### config.mk
export PLATFORM = sky130hd
export DESIGN_NAME = inference_driver
export DESIGN_NICKNAME = d
export VERILOG_FILES = /design/src/rtl/infer_pkg.sv /design/src/rtl/row_addr_counter.sv /design/src/rtl/inference_driver.sv
export SDC_FILE = /design/constraint.sdc
export NUM_CORES = 1
export LEC_CHECK = 0
export CORE_AREA = 2 2 121 123
export DETAILED_ROUTE_END_ITERATION = 6
export DIE_AREA = 0 0 123 125
export GPL_TIMING_DRIVEN = 0
export HOLD_SLACK_MARGIN = 0.05
export PLACE_DENSITY = 0.86
export SYNTH_ARGS = -nofsm -noshare
export SYNTH_HDL_FRONTEND = slang
export SYNTH_SLANG_ARGS = --single-unit
### constraint.sdc
create_clock -name clk -period 8.8 [get_ports clk]
set_clock_uncertainty 0.2 [all_clocks]
set_input_delay 2.2 -clock clk [delete_from_list [all_inputs] [get_ports clk]]
set_output_delay 2.2 -clock clk [all_outputs]
set_load 0.005 [all_outputs]
### src/rtl/infer_pkg.sv
// Shared types and constants for the inference sequencer and its address counters.
package infer_pkg;

    localparam int ROWS  = 8;
    localparam int ROW_W = 64;
    localparam int CNT_W = 7;

    typedef enum logic [2:0] {
        IDLE,
        FETCH_W,
        LOAD_W,
        WAIT_W,
        STREAM,
        DRAIN,
        FINISH
    } infer_state_t;

endpackage

### src/rtl/row_addr_counter.sv
// Loadable base address plus row count; the address wraps modulo 2^ADDR_W and tc
// flags that the count has reached the limit (further increments are ignored).
module row_addr_counter
    import infer_pkg::*;
#(
    parameter int ADDR_W = 8
) (
    input  logic              clk,
    input  logic              n_rst,
    input  logic              load,
    input  logic [ADDR_W-1:0] base,
    input  logic              inc,
    input  logic [CNT_W-1:0]  limit,
    output logic [ADDR_W-1:0] addr,
    output logic              tc
);

    logic [ADDR_W-1:0] base_q, base_d;
    logic [CNT_W-1:0]  cnt_q, cnt_d;

    always_comb begin
        base_d = base_q;
        cnt_d  = cnt_q;
        if (load) begin
            base_d = base;
            cnt_d  = '0;
        end else if (inc && !tc) begin
            cnt_d = cnt_q + 1'b1;
        end
    end

    always_ff @(posedge clk or negedge n_rst) begin
        if (!n_rst) begin
            base_q <= '0;
            cnt_q  <= '0;
        end else begin
            base_q <= base_d;
            cnt_q  <= cnt_d;
        end
    end

    assign tc   = (cnt_q == limit);
    assign addr = base_q + ADDR_W'(cnt_q);

endmodule

### src/rtl/inference_driver.sv
// Host-side sequencer for the systolic array: weight load, input stream, activation write-back.
// Define INFER_TIMEOUT_EN to compile in the WAIT_W/DRAIN stall watchdog that drives err.
//
// state   | meaning
// IDLE    | waiting for start
// FETCH_W | weight row 0 read issued
// LOAD_W  | weight rows presented to the array, next read in flight
// WAIT_W  | waiting for systolic_done from the array
// STREAM  | input rows presented with enable high
// DRAIN   | pipeline flushing, activations still being captured
// FINISH  | one-cycle done pulse
module inference_driver
    import infer_pkg::*;
#(
    parameter int ADDR_W  = 8,
    parameter int ROWS    = 8,
    parameter int TIMEOUT = 64
) (
    input  logic              clk,
    input  logic              n_rst,
    input  logic              start,
    input  logic [CNT_W-1:0]  num_inputs,
    input  logic [ADDR_W-1:0] w_base,
    input  logic [ADDR_W-1:0] in_base,
    input  logic [ADDR_W-1:0] out_base,
    output logic              busy,
    output logic              done,
    output logic              err,
    output logic              rd_en,
    output logic [ADDR_W-1:0] rd_addr,
    input  logic [ROW_W-1:0]  rd_data,
    output logic              wr_en,
    output logic [ADDR_W-1:0] wr_addr,
    output logic [ROW_W-1:0]  wr_data,
    output logic              start_weights,
    output logic              start_array,
    output logic              enable,
    output logic [ROW_W-1:0]  systolic_data,
    input  logic [ROW_W-1:0]  activations,
    input  logic              activated,
    input  logic              systolic_done
);

    infer_state_t      state_q, state_d;
    logic              busy_q, busy_d;
    logic              done_q, done_d;
    logic              err_q, err_d;
    logic              sw_q, sw_d;
    logic              sa_q, sa_d;
    logic              en_q, en_d;
    logic              sel_q, sel_d;
    logic              wr_en_q, wr_en_d;
    logic [ADDR_W-1:0] wr_addr_q, wr_addr_d;
    logic [ROW_W-1:0]  wr_data_q, wr_data_d;
    logic [ADDR_W-1:0] in_base_q, in_base_d;
    logic [CNT_W-1:0]  n_q, n_d;

    logic              rd_issue, rd_load, rd_tc;
    logic              wr_load, wr_tc, capture, wd_fire;
    logic [ADDR_W-1:0] rd_base, rd_ptr, wr_ptr;
    logic [CNT_W-1:0]  rd_limit;

    // The read counter serves the weight fetch first, then is reloaded for the input stream.
    assign rd_base  = (state_q == IDLE) ? w_base : in_base_q;
    assign rd_limit = (state_q == FETCH_W || state_q == LOAD_W) ? CNT_W'(ROWS) : n_q;
    assign capture  = activated && (state_q == STREAM || state_q == DRAIN) && !wr_tc;

    row_addr_counter #(.ADDR_W(ADDR_W)) u_rd_cnt (
        .clk   (clk),
        .n_rst (n_rst),
        .load  (rd_load),
        .base  (rd_base),
        .inc   (rd_issue),
        .limit (rd_limit),
        .addr  (rd_ptr),
        .tc    (rd_tc)
    );

    row_addr_counter #(.ADDR_W(ADDR_W)) u_wr_cnt (
        .clk   (clk),
        .n_rst (n_rst),
        .load  (wr_load),
        .base  (out_base),
        .inc   (capture),
        .limit (n_q),
        .addr  (wr_ptr),
        .tc    (wr_tc)
    );

`ifdef INFER_TIMEOUT_EN
    localparam int WD_W = $clog2(TIMEOUT + 1);
    logic [WD_W-1:0] wd_q, wd_d;
    logic            waiting, progress;

    always_comb begin
        waiting  = (state_q == WAIT_W) || (state_q == DRAIN);
        progress = systolic_done || activated;
        wd_d     = '0;
        if (waiting && !progress) begin
            wd_d = wd_q + 1'b1;
        end
        wd_fire = waiting && !progress && (wd_q == WD_W'(TIMEOUT - 1));
    end

    always_ff @(posedge clk or negedge n_rst) begin
        if (!n_rst) begin
            wd_q <= '0;
        end else begin
            wd_q <= wd_d;
        end
    end
`else
    assign wd_fire = 1'b0;
`endif

    always_comb begin
        state_d   = state_q;
        busy_d    = busy_q;
        done_d    = 1'b0;
        err_d     = err_q;
        sw_d      = 1'b0;
        sa_d      = 1'b0;
        en_d      = en_q;
        wr_en_d   = capture;
        wr_addr_d = capture ? wr_ptr : '0;
        wr_data_d = capture ? activations : '0;
        in_base_d = in_base_q;
        n_d       = n_q;
        rd_issue  = 1'b0;
        rd_load   = 1'b0;
        wr_load   = 1'b0;

        case (state_q)
            IDLE: begin
                if (start) begin
                    err_d = 1'b0;
                    n_d   = num_inputs;
                    if (num_inputs == '0) begin
                        state_d = FINISH;
                        done_d  = 1'b1;
                    end else begin
                        state_d   = FETCH_W;
                        busy_d    = 1'b1;
                        rd_load   = 1'b1;
                        wr_load   = 1'b1;
                        in_base_d = in_base;
                    end
                end
            end
            FETCH_W: begin
                rd_issue = 1'b1;
                sw_d     = 1'b1;
                state_d  = LOAD_W;
            end
            LOAD_W: begin
                rd_issue = !rd_tc;
                if (rd_tc) begin
                    rd_load = 1'b1;
                    state_d = WAIT_W;
                end
            end
            WAIT_W: begin
                if (systolic_done) begin
                    rd_issue = 1'b1;
                    sa_d     = 1'b1;
                    en_d     = 1'b1;
                    state_d  = STREAM;
                end else if (wd_fire) begin
                    state_d = FINISH;
                    done_d  = 1'b1;
                    busy_d  = 1'b0;
                    en_d    = 1'b0;
                    err_d   = 1'b1;
                end
            end
            STREAM: begin
                rd_issue = !rd_tc;
                if (rd_tc) begin
                    if (wr_tc) begin
                        state_d = FINISH;
                        done_d  = 1'b1;
                        busy_d  = 1'b0;
                        en_d    = 1'b0;
                    end else begin
                        state_d = DRAIN;
                    end
                end
            end
            DRAIN: begin
                if (wr_tc) begin
                    state_d = FINISH;
                    done_d  = 1'b1;
                    busy_d  = 1'b0;
                    en_d    = 1'b0;
                end else if (wd_fire) begin
                    state_d = FINISH;
                    done_d  = 1'b1;
                    busy_d  = 1'b0;
                    en_d    = 1'b0;
                    err_d   = 1'b1;
                end
            end
            FINISH: begin
                state_d = IDLE;
            end
            default: begin
                state_d = IDLE;
            end
        endcase
    end

    // sel marks cycles whose rd_data answers a read issued by this pass.
    assign sel_d = rd_issue;

    always_ff @(posedge clk or negedge n_rst) begin
        if (!n_rst) begin
            state_q   <= IDLE;
            busy_q    <= 1'b0;
            done_q    <= 1'b0;
            err_q     <= 1'b0;
            sw_q      <= 1'b0;
            sa_q      <= 1'b0;
            en_q      <= 1'b0;
            sel_q     <= 1'b0;
            wr_en_q   <= 1'b0;
            wr_addr_q <= '0;
            wr_data_q <= '0;
            in_base_q <= '0;
            n_q       <= '0;
        end else begin
            state_q   <= state_d;
            busy_q    <= busy_d;
            done_q    <= done_d;
            err_q     <= err_d;
            sw_q      <= sw_d;
            sa_q      <= sa_d;
            en_q      <= en_d;
            sel_q     <= sel_d;
            wr_en_q   <= wr_en_d;
            wr_addr_q <= wr_addr_d;
            wr_data_q <= wr_data_d;
            in_base_q <= in_base_d;
            n_q       <= n_d;
        end
    end

    assign busy          = busy_q;
    assign done          = done_q;
    assign err           = err_q;
    assign rd_en         = rd_issue;
    assign rd_addr       = rd_issue ? rd_ptr : '0;
    assign wr_en         = wr_en_q;
    assign wr_addr       = wr_addr_q;
    assign wr_data       = wr_data_q;
    assign start_weights = sw_q;
    assign start_array   = sa_q;
    assign enable        = en_q;
    assign systolic_data = sel_q ? rd_data : '0;

endmodule

==> flow_summary.ini <==
[yosys]
yosysSeqAreaShare_pct = 53.2
synth_nets = 746
synth_edf_count = 0
synthArstFlopShare_pct = 100
ys_warn_count = 0
synth-xor-area-share_pct = 4.08
synth_simple_gate_area_share_pct = 24.0
synthCells = 564
synth_cell_types = 48
synth_ff_type = dfrtp_1
synth_compound_area_share_pct = 5.76
muxShareOfSynthArea_pct = 5.84
synthAdderAreaFrac_pct = 4.02
synth_top_family_by_area = simple AND/OR/NAND/NOR gates
avgSynthCellArea_um2 = 10.6
netlist_area_um2 = 5970
synth-seq-cells = 127

[sta]
relSlewSlack_pct = 49.9
max_freq_ghz = 0.152
hold_viol = 0
final_max_slew_viol_count = 0
rsz0062_at_grt = no
final.setup.tns_ns = 0
min_period_over_period_pct = 74.8
report.final.setup_viol = 0
min_period_ns = 6.58
whs_ns = 0.269
worst_slew_pin_slew_ns = 0.752

[floorplan]
fp.dieH_um = 125
die_area_um2 = 15400
rows = 44
core_area_um2 = 14200
start_util_pct = 42.1
fp.dieW_um = 123
io-pin-count = 316

[pwr]
p_leak_uw = 0.00453
power.total_uw = 2610
power_density_nw_per_um2 = 262
combinationalPowerShare_pct = 42.8
max-vdd-ir-drop_mv = 0.145
power_frac_clock_pct = 26.6
sequentialPowerShare_pct = 30.6
swShare_pct = 32.4
p_sw_uw = 846
power.internal_uw = 1760

[clock_network]
clockBufferDepth = 2
h-tree-depth = 4
numClockSinks = 127
cts_inserted_buffers = 17
cts_setup_buffers = 0
clkSlewWorstSetupHoldPaths_ns = 0.06
cts-root-buf = clkbuf_16
cts_tree = done
holdBufCountCts = 0
cts_resized = 0
clk_latency_ns = 0.40

[critical_path]
crit_top_cell = clkdlybuf4s50_1
cp_slowest_cell = clkdlybuf4s50_1
critPathKind = in2out
path_cells = clkdlybuf4s50_1 > or3_1 > and3_1 > clkbuf_1 > o21ai_2 > nor2_1 > clkdlybuf4s50_1
cp.arrival_ns = 4.18
cp-start-kind = input pin
critPathMaxFanout = 9
setup.worst_path.end_class = output pin
crit_required_ns = 6.40
crit_path_max_incr_delay_ns = 0.54
regToRegSetupSlack_ns = 5.78

[finish]
antenna_cells = 0
drive_above_1_share_pct = 7.35
fill_cells = 1032
final_area_um2 = 9970
nets = 1080
synthToLayoutAreaGrowth_pct = 66.9

[routing]
avgViaCountPerCell = 4.75
drt_first_pass_iters = 4
drc = 0
wire_per_inst_um = 16.0
ant_nets = 0
wl_um = 17500
vias = 5205
drt_iter0_drc = 135

[status]
outcome = completed

[place]
port_buffers = 314
hpwl_um = 13700
placed_area_um2 = 9380
place.gp.congestion = 0.854

[global_routing]
grt_max_degree = 73
grt.total_usage_pct = 23.5
overflow = 0
antenna_found_initial = 0
grt_pass1_vias = 5396
grt_pass1_wl_um = 27600

[job]
drv_cap = 0

[hold_path]
hp-class = reg2reg
==> cells in the final DEF, fill, tap and decap left out, types with 3 or more instances in the layout <==
cell / instances
a2bb2oi_1: 3
inv_6: 4
nor3_1: 6
clkbuf_16: 17
mux2i_1: 6
ha_1: 16
nand2_1: 64
inv_1: 13
and3_1: 5
a31oi_1: 4
clkdlybuf4s50_1: 313
o22ai_1: 4
or3_1: 3
clkinv_4: 4
a21o_1: 4
and2_1: 132
nand4_1: 7
buf_6: 3
nand3_1: 8
a21oi_1: 14
nor4bb_1: 3
buf_2: 3
nor2_1: 29
o21ai_0: 10
clkbuf_1: 23
xnor2_1: 9
xor2_1: 17
dfrtp_1: 127
o21bai_1: 3
mux2_4: 8
mux2_2: 15
==> critical path: cells and delay by family <==
kind	cells	cell delay, ns
buffers and inverters	3	1.32
AND/OR/NAND/NOR	3	0.46
AO/OA/AOI/OAI	1	0.21
==> power groups by stage <==
stage	Clock, uW	Sequential, uW	Combinational (uW)
5_1_grt	735	815	1240
6_report	694	799	1120
2_1_floorplan	0	779	603
4_1_cts	705	799	1130
3_3_place_gp	0	804	1090
3_5_place_dp	0	809	1120
==> synthesized netlist by cell type, types with 2 or more instances <==
| master | number | share of area (%) |
|---|---|---|
| a2bb2oi_1 | 3 | 0.44 |
| xnor2_1 | 9 | 1.3 |
| nor2_1 | 29 | 1.8 |
| buf_2 | 3 | 0.25 |
| nand3_1 | 8 | 0.67 |
| ha_1 | 16 | 3.4 |
| and4_1 | 2 | 0.29 |
| mux2_2 | 15 | 2.8 |
| fa_1 | 2 | 0.67 |
| nor4_1 | 2 | 0.21 |
| mux2_4 | 8 | 2.0 |
| o21bai_1 | 3 | 0.38 |
| and2_1 | 132 | 14 |
| nor4bb_1 | 3 | 0.50 |
| nand2_1 | 64 | 4.0 |
| o21a_1 | 2 | 0.25 |
| nor3_1 | 6 | 0.50 |
| nand4_1 | 7 | 0.73 |
| xor2_1 | 17 | 2.5 |
| a31oi_1 | 4 | 0.42 |
| o22ai_1 | 4 | 0.42 |
| a21oi_1 | 14 | 1.2 |
| buf_6 | 2 | 0.38 |
| a21o_1 | 4 | 0.50 |
| o21ai_0 | 10 | 0.84 |
| mux2i_1 | 6 | 1.0 |
| dfrtp_1 | 127 | 53 |
| or3_1 | 3 | 0.31 |
| clkbuf_1 | 23 | 1.4 |
| nor2b_1 | 2 | 0.21 |
| and3_1 | 5 | 0.52 |
| inv_1 | 13 | 0.82 |
==> flip-flops by register name, summed over array words and instances (netlist names), 7 cells and up <==
name / cells
wr_data: 64
in_base_q: 8
u_rd_cnt.base_q: 8
u_wr_cnt.base_q: 8
wr_addr: 8
n_q: 7
u_rd_cnt.cnt_q: 7
u_wr_cnt.cnt_q: 7
==> final timing paths <==
check,cells past startpoint,end,from
min reg2reg,2,in_base_q[0],in_base_q[0]
max,7,rd_addr[7],systolic_done
min in group asynchronous,1,wr_data[30],n_rst
min,2,in_base_q[0],in_base_q[0]
max in group asynchronous,2,in_base_q[7],n_rst
max reg2reg,11,u_wr_cnt.cnt_q[4],u_wr_cnt.cnt_q[2]
==> cell families after synthesis <==
| group | count (synthesis) |
|---|---|
| other | 1 |
| XOR/XNOR | 27 |
| multiplexers | 29 |
| adder cells (fa/ha/maj) | 18 |
| flip-flops | 127 |
| AND/OR/NAND/NOR | 266 |
| buffers and inverters | 43 |
| AO/OA/AOI/OAI | 53 |
==> per-layer routing <==
| metal | wire length (um) | up-vias | part of all wire [%] | GRT usage [%] |
|---|---|---|---|---|
| met3 | 1790 | 27 | 10 | 9.08 |
| met2 | 9350 | 238 | 53 | 42.8 |
| li1 | - | 2519 | - | - |
| met5 | 0 | - | 0 | 0 |
| met4 | 400 | 0 | 2.3 | 7.75 |
| met1 | 5950 | 2421 | 34 | 24.3 |
==> metrics by stage <==
stage | setup slack [ns] | std cells | util (%)
2_1_floorplan | 3.33 | 564 | -
3_3_place_gp | 0.518 | 1062 | 65.8
3_5_place_dp | 2.22 | 1063 | 66.0
4_1_cts | 2.22 | 1095 | 70.2
5_1_grt | 2.07 | 1095 | 70.2
6_report | 2.22 | 1095 | 70.2
==> cell type report <==
cell class	instances	area [um^2]	share of cell area, %
clock inverter	14	155	1.56
clock buffer	18	439	4.40
buffer	30	135	1.36
inverter	13	48.8	0.489
tap	184	230	2.31
multi-input combinational	394	2610	26.2
sequential	127	3180	31.9
timing repair buffer	315	3170	31.8
Power figures use the tool's default switching activity.
